<file path="src/rtl/ram2_ctrl.sv">
// ram2_ctrl: arbiter and strobe sequencer for the single-port RAM2 SRAM.
// Instruction fetch (IF) and the data-memory stage (MEM) share one SRAM.
// One requester is granted at a time from IDLE. A short read or write
// strobe sequence follows, ending in a one-cycle completion pulse back to
// the requester. MEM normally wins arbitration. After a MEM completion a
// pending fetch goes first, so data traffic cannot starve instruction fetch.
module ram2_ctrl #(
    parameter int DATA_W = 32,
    parameter int ADDR_W = 18
) (
    input  logic              clk,
    input  logic              rst,

    input  logic              if_req,
    input  logic [31:0]       if_addr,
    output logic [DATA_W-1:0] if_rdata,
    output logic              if_valid,

    input  logic              mem_req,
    input  logic              mem_we,
    input  logic [31:0]       mem_addr,
    input  logic [DATA_W-1:0] mem_wdata,
    output logic [DATA_W-1:0] mem_rdata,
    output logic              mem_done,

    output logic              stall_req,

    output logic [ADDR_W-1:0] ram_addr,
    output logic [DATA_W-1:0] ram_dq_o,
    output logic              ram_dq_oe,
    input  logic [DATA_W-1:0] ram_dq_i,
    output logic              ram_ce_n,
    output logic              ram_oe_n,
    output logic              ram_we_n
);

    typedef enum logic [2:0] {
        IDLE = 3'd0,
        RD1  = 3'd1,
        RD2  = 3'd2,
        WR1  = 3'd3,
        WR2  = 3'd4,
        WR3  = 3'd5
    } state_e;

    state_e              state_q,     state_d;
    logic                src_mem_q,   src_mem_d;
    logic                last_mem_q,  last_mem_d;
    logic [ADDR_W-1:0]   addr_q,      addr_d;
    logic [DATA_W-1:0]   wdata_q,     wdata_d;
    logic [DATA_W-1:0]   if_rdata_q,  if_rdata_d;
    logic [DATA_W-1:0]   mem_rdata_q, mem_rdata_d;
    logic                if_valid_q,  if_valid_d;
    logic                mem_done_q,  mem_done_d;

    logic                grant_mem;
    logic                grant_if;

    // The SRAM only decodes the low word-address bits; the rest is ignored.
    logic                unused_addr_bits;
    assign unused_addr_bits = ^{if_addr[31:ADDR_W], mem_addr[31:ADDR_W]};

    // MEM wins unless it was the last requester served and a fetch is waiting.
    assign grant_mem = mem_req & ~(last_mem_q & if_req);
    assign grant_if  = if_req & ~grant_mem;

    // State and datapath registers; reset drops any in-flight op without a pulse.
    always_ff @(posedge clk or negedge rst) begin
        if (!rst) begin
            state_q     <= IDLE;
            src_mem_q   <= 1'b0;
            last_mem_q  <= 1'b0;
            addr_q      <= '0;
            wdata_q     <= '0;
            if_rdata_q  <= '0;
            mem_rdata_q <= '0;
            if_valid_q  <= 1'b0;
            mem_done_q  <= 1'b0;
        end else begin
            state_q     <= state_d;
            src_mem_q   <= src_mem_d;
            last_mem_q  <= last_mem_d;
            addr_q      <= addr_d;
            wdata_q     <= wdata_d;
            if_rdata_q  <= if_rdata_d;
            mem_rdata_q <= mem_rdata_d;
            if_valid_q  <= if_valid_d;
            mem_done_q  <= mem_done_d;
        end
    end

    // Next-state logic: grant from IDLE, step through strobes, pulse on the return to IDLE.
    always_comb begin
        state_d     = state_q;
        src_mem_d   = src_mem_q;
        last_mem_d  = last_mem_q;
        addr_d      = addr_q;
        wdata_d     = wdata_q;
        if_rdata_d  = if_rdata_q;
        mem_rdata_d = mem_rdata_q;
        if_valid_d  = 1'b0;
        mem_done_d  = 1'b0;

        case (state_q)
            IDLE: begin
                if (grant_mem) begin
                    src_mem_d = 1'b1;
                    addr_d    = mem_addr[ADDR_W-1:0];
                    if (mem_we) begin
                        wdata_d = mem_wdata;
                        state_d = WR1;
                    end else begin
                        state_d = RD1;
                    end
                end else if (grant_if) begin
                    src_mem_d = 1'b0;
                    addr_d    = if_addr[ADDR_W-1:0];
                    state_d   = RD1;
                end
            end
            RD1: begin
                state_d = RD2;
            end
            RD2: begin
                state_d = IDLE;
                if (src_mem_q) begin
                    mem_rdata_d = ram_dq_i;
                    mem_done_d  = 1'b1;
                    last_mem_d  = 1'b1;
                end else begin
                    if_rdata_d  = ram_dq_i;
                    if_valid_d  = 1'b1;
                    last_mem_d  = 1'b0;
                end
            end
            WR1: begin
                state_d = WR2;
            end
            WR2: begin
                state_d = WR3;
            end
            WR3: begin
                state_d    = IDLE;
                mem_done_d = 1'b1;
                last_mem_d = 1'b1;
            end
            default: begin
                state_d = IDLE;
            end
        endcase
    end

    // Strobes decode straight from the state register, so reset releases them at once.
    always_comb begin
        ram_ce_n  = 1'b1;
        ram_oe_n  = 1'b1;
        ram_we_n  = 1'b1;
        ram_dq_oe = 1'b0;
        case (state_q)
            RD1, RD2: begin
                ram_ce_n = 1'b0;
                ram_oe_n = 1'b0;
            end
            WR1, WR3: begin
                ram_ce_n  = 1'b0;
                ram_dq_oe = 1'b1;
            end
            WR2: begin
                ram_ce_n  = 1'b0;
                ram_we_n  = 1'b0;
                ram_dq_oe = 1'b1;
            end
            default: begin
                ram_ce_n  = 1'b1;
            end
        endcase
    end

    assign ram_addr  = addr_q;
    assign ram_dq_o  = wdata_q;
    assign if_rdata  = if_rdata_q;
    assign mem_rdata = mem_rdata_q;
    assign if_valid  = if_valid_q;
    assign mem_done  = mem_done_q;

    // A request still counts as outstanding until its own completion pulse.
    assign stall_req = (if_req & ~if_valid_q) | (mem_req & ~mem_done_q);

endmodule

</file>
<file path="config.mk">
export PLATFORM = sky130hd
export DESIGN_NAME = ram2_ctrl
export DESIGN_NICKNAME = d
export VERILOG_FILES = /design/src/rtl/ram2_ctrl.sv
export SDC_FILE = /design/constraint.sdc
export NUM_CORES = 1
export LEC_CHECK = 0
export CORE_AREA = 2 2 154 81
export CTS_BUF_LIST = sky130_fd_sc_hd__clkbuf_4 sky130_fd_sc_hd__clkbuf_8 sky130_fd_sc_hd__clkbuf_16
export CTS_CLUSTER_DIAMETER = 100
export DETAILED_ROUTE_END_ITERATION = 8
export DIE_AREA = 0 0 156 83
export PLACE_DENSITY_LB_ADDON = 0.15
export SYNTH_ARGS = -nofsm -noshare
export SYNTH_HDL_FRONTEND = slang
export SYNTH_SLANG_ARGS = --single-unit
</file>
<file path="constraint.sdc">
create_clock -name clk -period 3.7 [get_ports clk]
set_input_delay 0.74 -clock clk [delete_from_list [all_inputs] [get_ports clk]]
set_output_delay 0.74 -clock clk [all_outputs]
set_load 0.005 [all_outputs]
</file>
# == After elaboration in Yosys (flattened, before gate mapping) ==
# Index checks and enable logic that the tools add are counted.
# word_totals
elab_cells,53
out_inout_bits,121
register_bits,121
in_bits,133
# classes
muxes,17
bitwise_logic,11
eq_ne,6
reduce_logical,10
# ops
op,n
18-bit 2-to-1 mux,2
3-bit one-hot mux with 4 select lines,1
1-bit 2-to-1 mux,9
"3-bit by 2-bit == test with 1-bit output, second input constant",2
"3-bit == test, second input constant",2
3-bit 2-to-1 mux,2
2-bit AND reduction,3
1-bit AND,5
1-bit inverter,5
5-bit OR reduction,1
1-bit one-hot mux with 2 select lines,2
2-bit nonzero test,2
"3-bit by 1-bit == test with 1-bit output, second input constant",1
3-bit zero test,1
"3-bit != test, second input constant",1
3-bit AND reduction,1
3-bit OR reduction,1
2-bit 2-to-1 mux,1
2-bit OR reduction,1
1-bit OR,1

# == Depth between registers and ports, before layout ==
# Gate-level depths: netlist of run 1.
# depth
word_depth,8
ltp_mapped,6
ltp_nobuf,3

# == Least setup slack after synthesis of run 1 ==
# Ideal clock, no wire load.
# synth_timing
kind,input -> register
from,in mem_req
to,reg addr_q[10] (netlist: ram_addr[10])
arrival_time_ns,1.872
required_time_ns,3.577
path_slack_ns,1.705
path_buffers,2
stages,5
setup_ns,0.123
path_cell_list,or4b_1 -> buf_2 -> buf_6 -> or3_1 -> o221a_2
# synth_via
elab_chain_len,5
elab_cells_between_ends,6
cone_classes,1 x mux; 3 x bitwise; 2 x reduce/logical
# synth_rtl
item,line_no,source
"start, declared",19,"input logic mem_req,"
1-bit AND *,64,assign grant_mem = mem_req & ~(last_mem_q & if_req);
1-bit inverter,65,assign grant_if = if_req & ~grant_mem;
1-bit AND,65,
2-bit nonzero test (no line),n/a,
2-bit AND reduction (no line),n/a,
"end signal, assigned",83,addr_q <= addr_d;
"end, declared",49,"logic [ADDR_W-1:0] addr_q, addr_d;"
# Every way passes the cells marked *; elsewhere a longest branch is shown, timed or not.
# A chain may end at the register's enable or synchronous reset.

# == Worst setup path in the final report of run 1 ==
# layout_timing
from,in if_req
to,out stall_req
# layout_via
elab_chain_len,2
# layout_rtl
item,line_no,source
"start, declared",14,"input logic if_req,"
1-bit AND,187,assign stall_req = (if_req & ~if_valid_q) | (mem_req & ~mem_done_q);
1-bit OR,187,
"end, declared",26,"output logic stall_req,"
# No other way between the ends.

==> results of run 1 <==
==> cell type report <==
type                            instances  area share
Multi-Input combinational cell        162       0.210
Timing Repair Buffer                  231       0.297
Sequential cell                       121       0.390
Tap cell                              150      0.0241
Clock inverter                         11      0.0188
Clock buffer                           20      0.0592
Inverter                                3     0.00145
==> where the power goes <==
part	internal, mW	total (mW)	switching [mW]
combinational	1.94	2.84	0.903
sequential	2.00	2.39	0.390
clock	1.10	1.68	0.581
==> through the flow <==
stage | hold WS (ns) | cells | instance area [um2] | utilization
detailed placement | 0.479 | 667 | 7170 | 0.622
floorplan | 0.444 | 303 | 4770 | -
finish | 0.417 | 698 | 7770 | 0.674
global route | 0.493 | 698 | 7770 | 0.674
CTS | 0.464 | 698 | 7770 | 0.674
global placement | 0.466 | 667 | 7170 | 0.622
==> cells by family after synthesis <==
logic type	Yosys count	share of synthesized area
compound gates	28	0.0583
fa+ha+maj	1	0.00262
buf+inv	20	0.0223
flops	121	0.635
mux	96	0.227
simple gates	37	0.0546
==> flip-flops by register name, indices dropped and copies added (netlist names) <==
register and flops:
if_rdata 32, if_valid 1, last_mem_q 1, mem_done 1, mem_rdata 32, ram_addr 18, ram_dq_o 32, src_mem_q 1
state_q 3
==> per-layer routing <==
layer | vias up | part of all wire | global-route usage
li1 | 1581 | - | -
met1 | 1732 | 0.43 | 0.250
met2 | 140 | 0.46 | 0.307
met3 | 16 | 0.10 | 0.0934
met4 | 0 | 0.016 | 0.0659
met5 | - | 0 | 0
==> cell usage in the layout (no fill, tap or decap), types with 2 or more instances in the layout <==
| cell | n |
|---|---|
| mux2_1 | 11 |
| bufinv_16 | 3 |
| inv_1 | 3 |
| clkbuf_8 | 2 |
| nand2_1 | 5 |
| clkdlybuf4s50_1 | 224 |
| nor3_1 | 2 |
| buf_4 | 6 |
| mux2_2 | 85 |
| o21a_1 | 2 |
| clkinvlp_4 | 2 |
| or3_1 | 18 |
| o221a_2 | 18 |
| dfrtp_1 | 121 |
| clkinv_4 | 2 |
| clkinv_2 | 3 |
| nand2b_1 | 2 |
| a21o_1 | 2 |
| nand3b_1 | 2 |
| clkbuf_16 | 17 |
==> Yosys cell counts (all sizes together) (2+ instances only) <==
cell type  instances  share of area
buf               15          0.018
inv                3         0.0024
a21o               2         0.0031
nor3               2         0.0021
dfrtp            121           0.64
o221a             18          0.043
o21a               2         0.0031
clkbuf             2         0.0016
nand3b             2         0.0031
or3               18          0.024
mux2              96           0.23
nor4b              2         0.0081
nand2              5         0.0039
nand2b             2         0.0026
==> worst max-delay path by stage <==
stage / end / slack [ns] / cells after the start
after global routing: stall_req / 0.81 / 4
after global placement: stall_req / 0.87 / 4
after detailed placement: stall_req / 0.89 / 4
final: stall_req / 0.88 / 4
after CTS: stall_req / 0.87 / 4
after floorplan: ram_addr[10]$_DFFE_PN0P_ / 1.71 / 5
==> results.json, run 1 <==
{
  "detail_route.wirelength_mm": 12.5,
  "power_density_mw_per_mm2": 889,
  "drive_gt1_frac": 0.265,
  "grt_pass1_vias": 3735,
  "finalSetupViolations": 0,
  "start_kind": "input port",
  "reg2reg_to": "ram_addr[12]$_DFFE_PN0P_",
  "gp_congestion": 0.738,
  "viasPerCell": 4.97,
  "tightest_slew_ns": 0.831,
  "io_pins": 254,
  "die_area_mm2": 0.0129,
  "r2r_start": "state_q[2]$_DFFE_PN0P_",
  "grt.overflow.total": 0,
  "fin_skew_ns": 0.0109,
  "critPathBufInv": 3,
  "ctsResizeCount": 0,
  "cp_top_family": "buffers and inverters",
  "final_net_count": 670,
  "dpl.hpwl_mm": 8.92,
  "max-cap-violations": 0,
  "grt_pass1_wl_mm": 20.0,
  "die_x_um": 156,
  "ant_nets": 0,
  "cts_root_buffer": "clkbuf_16",
  "cts-buffers-inserted": 17,
  "critical_path_class": "input port to output port",
  "crit_required_ns": 2.96,
  "fin_crit_sh": 0.763,
  "initial_utilization": 0.413,
  "drt_iter0_drc": 144,
  "max_slew_margin": 0.443,
  "synth_flop_cell": "dfrtp_1",
  "antenna_found_initial": 0,
  "rows": 28,
  "pre_cts_slack_ns": 0.885,
  "multi_input_area_mm2": 0.00163,
  "path_cells": "clkdlybuf4s50_1 > inv_1 > o22ai_1 > clkdlybuf4s50_1",
  "grt_max_degree": 65,
  "p_leak_nw": 3.20,
  "crit_path_top_delay_cell": "clkdlybuf4s50_1",
  "max_stage_delay_ns": 0.55,
  "clkTransAtPathRegs_ns": 0.06,
  "die_y_um": 83,
  "hold_buffers": 0,
  "crit_path_end_kind": "output port",
  "drv_slew": 0,
  "coreArea_mm2": 0.0115,
  "h-tree-depth": 4,
  "startpoint": "if_req",
  "port_buffers": 225,
  "num_antenna_cells": 0,
  "hold_path.class": "input port to async pin",
  "setup_slack_ns": 0.878,
  "cts.sinks": 121,
  "critPathArrivalTime_ns": 2.08,
  "crit_fanout": 5,
  "ys_ff_latch": 121,
  "setup_tns_ns": 0,
  "drcViolationCount": 0,
  "cts_tree": "yes",
  "cts_setup_buffers": 0,
  "area_growth_pct": 63.1,
  "rsz0062_at_grt": "no",
  "yosysSeqAreaShare": 0.635,
  "hold_violations": 0,
  "clk_path_buf_depth": 2,
  "area.sequential_mm2": 0.00303,
  "synth.net_count": 437,
  "regToRegSetupSlack_ns": 1.50,
  "outcome": "completed",
  "yosys_warnings": 0,
  "worstSkewPairLatency_ns": 0.40,
  "period_needed_ns": 2.82,
  "critPathMostFrequentCell": "clkdlybuf4s50_1",
  "drt_pre_antenna_iters": 4,
  "synth_cell_types": 30,
  "avgSynthCellArea_um2": 15.7,
  "async_reset_ff_frac": 1.00,
  "fillers": 822,
  "synth_area_mm2": 0.00477,
  "power_mw": 6.91,
  "synth_cells": 303,
  "vias": 3469,
  "synth_edf_count": 0,
  "irDropWorstVdd_mv": 0.440,
  "grt_usage": 0.200,
  "r2r_cells": 3,
  "wl_per_cell_um": 17.9,
  "fmax_mhz": 354
}
Note: power is estimated with default switching activity, not from simulation.
==> inputs of run 2 (changes only) <==
--- a/config.mk
+++ b/config.mk
@@ -5,11 +5,11 @@
 export SDC_FILE = /design/constraint.sdc
 export NUM_CORES = 1
 export LEC_CHECK = 0
-export CORE_AREA = 2 2 154 81
+export CORE_AREA = 2 2 169 88
 export CTS_BUF_LIST = sky130_fd_sc_hd__clkbuf_4 sky130_fd_sc_hd__clkbuf_8 sky130_fd_sc_hd__clkbuf_16
 export CTS_CLUSTER_DIAMETER = 100
 export DETAILED_ROUTE_END_ITERATION = 8
-export DIE_AREA = 0 0 156 83
+export DIE_AREA = 0 0 171 90
 export PLACE_DENSITY_LB_ADDON = 0.15
 export SYNTH_ARGS = -nofsm -noshare
 export SYNTH_HDL_FRONTEND = slang
==> constraint.sdc (replaced) <==
create_clock -name clk -period 2.4 [get_ports clk]
set_input_delay 0.48 -clock clk [delete_from_list [all_inputs] [get_ports clk]]
set_output_delay 0.48 -clock clk [all_outputs]
set_load 0.005 [all_outputs]
==> run 2 against run 1 <==
Final cell count is 8.2% higher. Flip-flop and latch count stayed put. Design area is 1.9% higher. Routed wire length is 4.2% higher. Via count is 0.66% higher. Global-route usage is 2.6 points lower. Hold slack better by 0.068 ns. Non-clock buffer count is 9 higher. Sequential share of layout area is 0.69 points lower. Clock-buffer cell count is 2 lower. Clock power is 56% higher. Largest power group unchanged.
==> results.json, run 2 (same netlist as run 1, synthesis figures left out) <==
{
  "cts_root_buffer": "clkbuf_16",
  "multi_input_area_mm2": 0.00163,
  "mostFrequentLayoutCells": "clkdlybuf4s50_1 (224), dfrtp_1 (119), mux2_2 (85)",
  "grt_pass1_vias": 3722,
  "period_needed_ns": 2.34,
  "rows": 31,
  "start_kind": "input port",
  "grt_pass1_wl_mm": 20.5,
  "drt_iter0_drc": 109,
  "crit_path_end_kind": "output port",
  "die_y_um": 90,
  "final_net_count": 679,
  "io_pins": 254,
  "critical_path_class": "input port to output port",
  "crit_fanout": 5,
  "setup_tns_ns": 0,
  "fillers": 1183,
  "coreArea_mm2": 0.0140,
  "initial_utilization": 0.339,
  "max-cap-violations": 0,
  "mostFrequentLayoutCell": "clkdlybuf4s50_1",
  "port_buffers": 225,
  "finalSetupViolations": 0,
  "dpl.hpwl_mm": 9.48,
  "fin_skew_ns": 0.0105,
  "drv_slew": 0,
  "power_density_mw_per_mm2": 1360,
  "grt_max_degree": 59,
  "fin_crit_sh": 0.973,
  "drcViolationCount": 0,
  "instances_no_fill": 755,
  "worstSkewPairLatency_ns": 0.40,
  "irDropWorstVdd_mv": 0.541,
  "die_area_mm2": 0.0154,
  "crit_required_ns": 1.92,
  "hold_violations": 0,
  "tightest_slew_ns": 0.802,
  "antenna_found_initial": 0,
  "hold_path.class": "flop to flop",
  "rsz0062_at_grt": "no",
  "area.sequential_mm2": 0.00303,
  "grt.overflow.total": 0,
  "detail_route.wirelength_mm": 13.0,
  "viasPerCell": 4.63,
  "wl_per_cell_um": 17.2,
  "die_x_um": 171,
  "cts-buffers-inserted": 17,
  "gp_congestion": 0.755,
  "vias": 3492,
  "placed_cells": 723,
  "clkTransAtPathRegs_ns": 0.05,
  "outcome": "completed",
  "p_leak_nw": 3.24,
  "drive_gt1_frac": 0.278,
  "ant_nets": 0,
  "clk_path_buf_depth": 2,
  "fmax_mhz": 428,
  "cts_tree": "yes",
  "num_antenna_cells": 0,
  "critPathArrivalTime_ns": 1.86,
  "area_growth_pct": 66.2,
  "cts.sinks": 121,
  "h-tree-depth": 4,
  "max_slew_margin": 0.465,
  "grt_usage": 0.174,
  "drt_pre_antenna_iters": 4
}
==> run 2: changes by cell type in the layout (fill, tap and decap cells not counted), sizes merged <==
cell,before,now
dlygate4sd3,0,1
clkinvlp,2,3
inv,4,5
buf,7,15
clkbuf,20,18
==> run 2: metrics by stage <==
step / cell area, um2 / power (mW) / util / setup slack (ns) / hold WS (ns)
after detailed placement: 7300 / 8.24 / 0.520 / 0.0719 / 0.368
after global placement: 7300 / 8.12 / 0.520 / 0.121 / 0.368
after global routing: 7920 / 11.4 / 0.564 / 0.0164 / 0.510
final: 7920 / 10.8 / 0.564 / 0.0642 / 0.485
after CTS: 7920 / 10.9 / 0.564 / 0.0186 / 0.485
after floorplan: 4770 / 5.43 / - / 0.626 / 0.184
==> run 2: path summary, 6_finish.rpt <==
kind | start | end | slack [ns] | cells after the start
worst min-delay path | if_rdata[9]$_DFFE_PN0P_ | if_rdata[9]$_DFFE_PN0P_ | 0.48 | 1
max in group asynchronous | rst | ram_addr[5]$_DFFE_PN0P_ | 1.29 | 3
worst min register to register | if_rdata[9]$_DFFE_PN0P_ | if_rdata[9]$_DFFE_PN0P_ | 0.48 | 1
worst max register to register | state_q[2]$_DFFE_PN0P_ | ram_addr[11]$_DFFE_PN0P_ | 0.54 | 4
worst max-delay path | mem_req | stall_req | 0.06 | 4
min in group asynchronous | rst | ram_dq_o[19]$_DFFE_PN0P_ | 0.49 | 2
==> run 2: worst max-delay path: stages <==
cell and delay [ns]:
clkdlybuf4s50_1 0.57, inv_1 0.11, o22ai_1 0.14, clkdlybuf4s50_1 0.56
==> run 2: cell type report <==
type / instances / share of cell area
Clock buffer: 18 / 0.0555
Clock inverter: 13 / 0.0215
Inverter: 3 / 0.00142
Multi-Input combinational cell: 162 / 0.206
Sequential cell: 121 / 0.383
Tap cell: 198 / 0.0313
Timing Repair Buffer: 240 / 0.302
==> run 2: where the power goes <==
group | internal (mW) | switching [mW] | leakage, nW | total (mW)
Combinational | 3.05 | 1.44 | 1.53 | 4.49
Clock | 1.67 | 0.950 | 0.289 | 2.62
Sequential | 3.09 | 0.584 | 1.43 | 3.67
==> run 2: timing repair <==
item                                   in CTS  in global routing
hold buffers                                1                  0
gates resized for setup                     0                  2
setup endpoints to repair                   0                  2
endpoints found under the hold margin      15                  0
buffers inserted                            0                  0
==> run 2: layer usage <==
layer / track usage / routed length [um] / up-vias
li1: - / - / 1603
met4: 0.0417 / 80 / 0
met1: 0.231 / 5800 / 1734
met2: 0.248 / 5530 / 149
met5: 0 / 0 / -
met3: 0.0947 / 1600 / 6
==> inputs of run 3 (changes only) <==
--- a/config.mk
+++ b/config.mk
@@ -5,12 +5,15 @@
 export SDC_FILE = /design/constraint.sdc
 export NUM_CORES = 1
 export LEC_CHECK = 0
-export CORE_AREA = 2 2 169 88
+export ABC_AREA = 1
+export CORE_AREA = 2 2 170 89
 export CTS_BUF_LIST = sky130_fd_sc_hd__clkbuf_4 sky130_fd_sc_hd__clkbuf_8 sky130_fd_sc_hd__clkbuf_16
 export CTS_CLUSTER_DIAMETER = 100
 export DETAILED_ROUTE_END_ITERATION = 8
-export DIE_AREA = 0 0 171 90
+export DIE_AREA = 0 0 172 91
 export PLACE_DENSITY_LB_ADDON = 0.15
+export REMOVE_ABC_BUFFERS = 1
+export SETUP_SLACK_MARGIN = 0.1
 export SYNTH_ARGS = -nofsm -noshare
 export SYNTH_HDL_FRONTEND = slang
 export SYNTH_SLANG_ARGS = --single-unit
==> run 3 against run 2 <==
Sequential power shrank 2%. Clock-buffer cell count rose by 4. Register-to-register slack better by 0.24 ns. Critical path type is now flop to output port.
==> results.json, run 3 <==
{
  "outcome": "completed",
  "drv_slew": 0,
  "grt_pass1_wl_mm": 25.1,
  "setup_tns_ns": 0,
  "fin_skew_ns": 0.0118,
  "critPathMostFrequentCell": "nand2_1",
  "cts-buffers-inserted": 17,
  "h-tree-depth": 4,
  "p_comb_frac": 0.407,
  "yosys_warnings": 0,
  "vias": 4660,
  "die_area_mm2": 0.0157,
  "period_needed_ns": 2.23,
  "rows": 31,
  "regToRegSetupSlack_ns": 0.78,
  "grt_max_degree": 122,
  "clkTransAtPathRegs_ns": 0.05,
  "rsz0062_at_grt": "no",
  "crit_required_ns": 1.92,
  "max_slew_margin": 0.541,
  "port_buffers": 225,
  "async_reset_ff_frac": 1.00,
  "startpoint": "state_q[2]$_DFFE_PN0P_",
  "dpl.hpwl_mm": 10.5,
  "io_pins": 254,
  "drt_pre_antenna_iters": 4,
  "antenna_found_initial": 0,
  "seq_power_share": 0.335,
  "synth_flop_cell": "dfrtp_1",
  "fin_crit_sh": 0.928,
  "ant_nets": 0,
  "r2r_start": "state_q[2]$_DFFE_PN0P_",
  "max-cap-violations": 0,
  "critPathArrivalTime_ns": 1.75,
  "mostFrequentLayoutCell": "nand2_1",
  "worstSkewPairLatency_ns": 0.40,
  "grt_usage": 0.205,
  "irDropWorstVdd_mv": 0.534,
  "area_growth_pct": 62.6,
  "crit_fanout": 6,
  "critPathBufInv": 1,
  "synth_edf_count": 0,
  "crit_path_top_delay_cell": "clkdlybuf4s50_1",
  "p_sw_mw": 3.47,
  "power_density_mw_per_mm2": 1330,
  "die_y_um": 91,
  "synth_common_cells": "nand2_1 (361), dfrtp_1 (121), o21ai_0 (25), nand3_1 (23), buf_4 (11)",
  "max_stage_delay_ns": 0.53,
  "synth_cell_types": 21,
  "cts.sinks": 121,
  "cts_root_buffer": "clkbuf_16",
  "yosysTopAreaCellShare": 0.607,
  "power_mw": 10.8,
  "switching_share": 0.322,
  "die_x_um": 172,
  "num_antenna_cells": 0,
  "p_leak_nw": 3.95,
  "drcViolationCount": 0,
  "yosysSeqAreaShare": 0.607,
  "tightest_slew_ns": 0.688,
  "clk_path_buf_depth": 2,
  "viasPerCell": 4.53,
  "clkPwrFrac": 0.258,
  "reg2reg_to": "ram_addr[7]$_DFFE_PN0P_",
  "final_net_count": 952,
  "hold_buffers": 0,
  "coreArea_mm2": 0.0141,
  "crit_path_end_kind": "output port",
  "gp_congestion": 0.798,
  "wl_per_cell_um": 15.0,
  "synth_cells": 590,
  "hold_path.class": "input port to async pin",
  "p_int_mw": 7.30,
  "yosys.area.top_type": "dfrtp_1",
  "cp_top_family": "buffers and inverters",
  "drive_gt1_frac": 0.0722,
  "start_kind": "flop",
  "critical_path_class": "flop to output port",
  "fmax_mhz": 449,
  "detail_route.wirelength_mm": 15.5,
  "avgSynthCellArea_um2": 8.45,
  "grt_pass1_vias": 4839,
  "initial_utilization": 0.353,
  "hold_violations": 0,
  "path_cells": "nor2_2 > nand2_1 > nand2_1 > clkdlybuf4s50_1",
  "mostFrequentLayoutCells": "nand2_1 (361), clkdlybuf4s50_1 (222), dfrtp_1 (120)",
  "finalSetupViolations": 0,
  "synth_area_mm2": 0.00498,
  "fillers": 1237,
  "yosysMostFrequentCell": "nand2_1",
  "ys_ff_latch": 121,
  "grt.overflow.total": 0,
  "yosys-top-cells-area": "dfrtp_1 (61%), nand2_1 (27%), o21ai_0 (2.5%)",
  "r2r_cells": 5,
  "cts_tree": "yes",
  "drt_iter0_drc": 287
}
[run 3: cell count changes after synthesis, moves of 4 or more]
| cell | change |
|---|---|
| buf_2 | -4 |
| nand3_1 | +22 |
| nand2_1 | +356 |
| o221a_2 | -18 |
| clkbuf_1 | +6 |
| or3_1 | -18 |
| mux2_1 | -11 |
| o21ai_0 | +24 |
| mux2_2 | -85 |
| buf_4 | +11 |
| o21ai_1 | +8 |
[run 3: area by class of cell]
class / instances / area (um2) / area share
multi-input cells: 432 / 1770 / 0.218
clock buffers: 22 / 488 / 0.0602
well taps: 198 / 248 / 0.0306
repair buffers: 238 / 2370 / 0.293
clock inverters: 10 / 165 / 0.0204
flip-flops and latches: 121 / 3030 / 0.374
inverters: 8 / 30.0 / 0.00371
[run 3: per-stage QoR]
stage / hold slack [ns] / area (um2) / instances / setup slack, ns / utilization
2_1_floorplan: 0.184 / 4820 / 561 / -0.111 / -
3_3_place_gp: 0.460 / 7430 / 995 / 0.154 / 0.526
3_5_place_dp: 0.464 / 7430 / 995 / 0.160 / 0.526
4_1_cts: 0.205 / 8090 / 1027 / 0.139 / 0.573
5_1_grt: 0.220 / 8100 / 1029 / 0.0834 / 0.574
6_report: 0.137 / 8100 / 1029 / 0.172 / 0.574
[run 3: power by group through the flow]
| stage | clock network, mW | registers [mW] | logic (mW) |
|---|---|---|---|
| 3_3_place_gp | 0 | 3.57 | 4.35 |
| 3_5_place_dp | 0 | 3.61 | 4.44 |
| 4_1_cts | 2.84 | 3.61 | 4.46 |
| 5_1_grt | 2.94 | 3.72 | 4.89 |
| 2_1_floorplan | 0 | 3.64 | 1.51 |
| 6_report | 2.78 | 3.60 | 4.38 |
[run 3: worst max path at each step]
stage	end	slack [ns]	cells after the start
floorplan	ram_dq_o[0]$_DFFE_PN0P_	-0.11	5
CTS	stall_req	0.14	4
detailed placement	stall_req	0.16	4
global route	ram_dq_oe	0.08	4
finish	ram_dq_oe	0.17	4
global placement	stall_req	0.15	4
[run 3: timing repair]
action | CTS | global route
endpoints found under the setup margin | 2 | 3
setup buffers | 0 | 2
resized for setup | 3 | 1
pin swaps | 0 | 1
[run 3: cells by family after synthesis]
logic type,Yosys count,synth area share
adder cells (fa/ha/maj),1,0.00251
flip-flops,121,0.607
AO/OA/AOI/OAI,36,0.0392
AND/OR/NAND/NOR,395,0.312
buffers and inverters,37,0.0384
[run 3: worst register-to-register path: cells and delay by family, from the launching register on]
kind / cells / cell delay (ns)
flip-flops: 1 / 0.46
AO/OA/AOI/OAI: 1 / 0.48
AND/OR/NAND/NOR: 4 / 0.61
[run 3: metal layers]
metal	track usage	up-vias	part of all wire
li1	-	2279	-
met1	0.258	2205	0.44
met2	0.320	168	0.44
met3	0.102	8	0.12
met4	0.0420	0	0.0050
met5	0	-	0
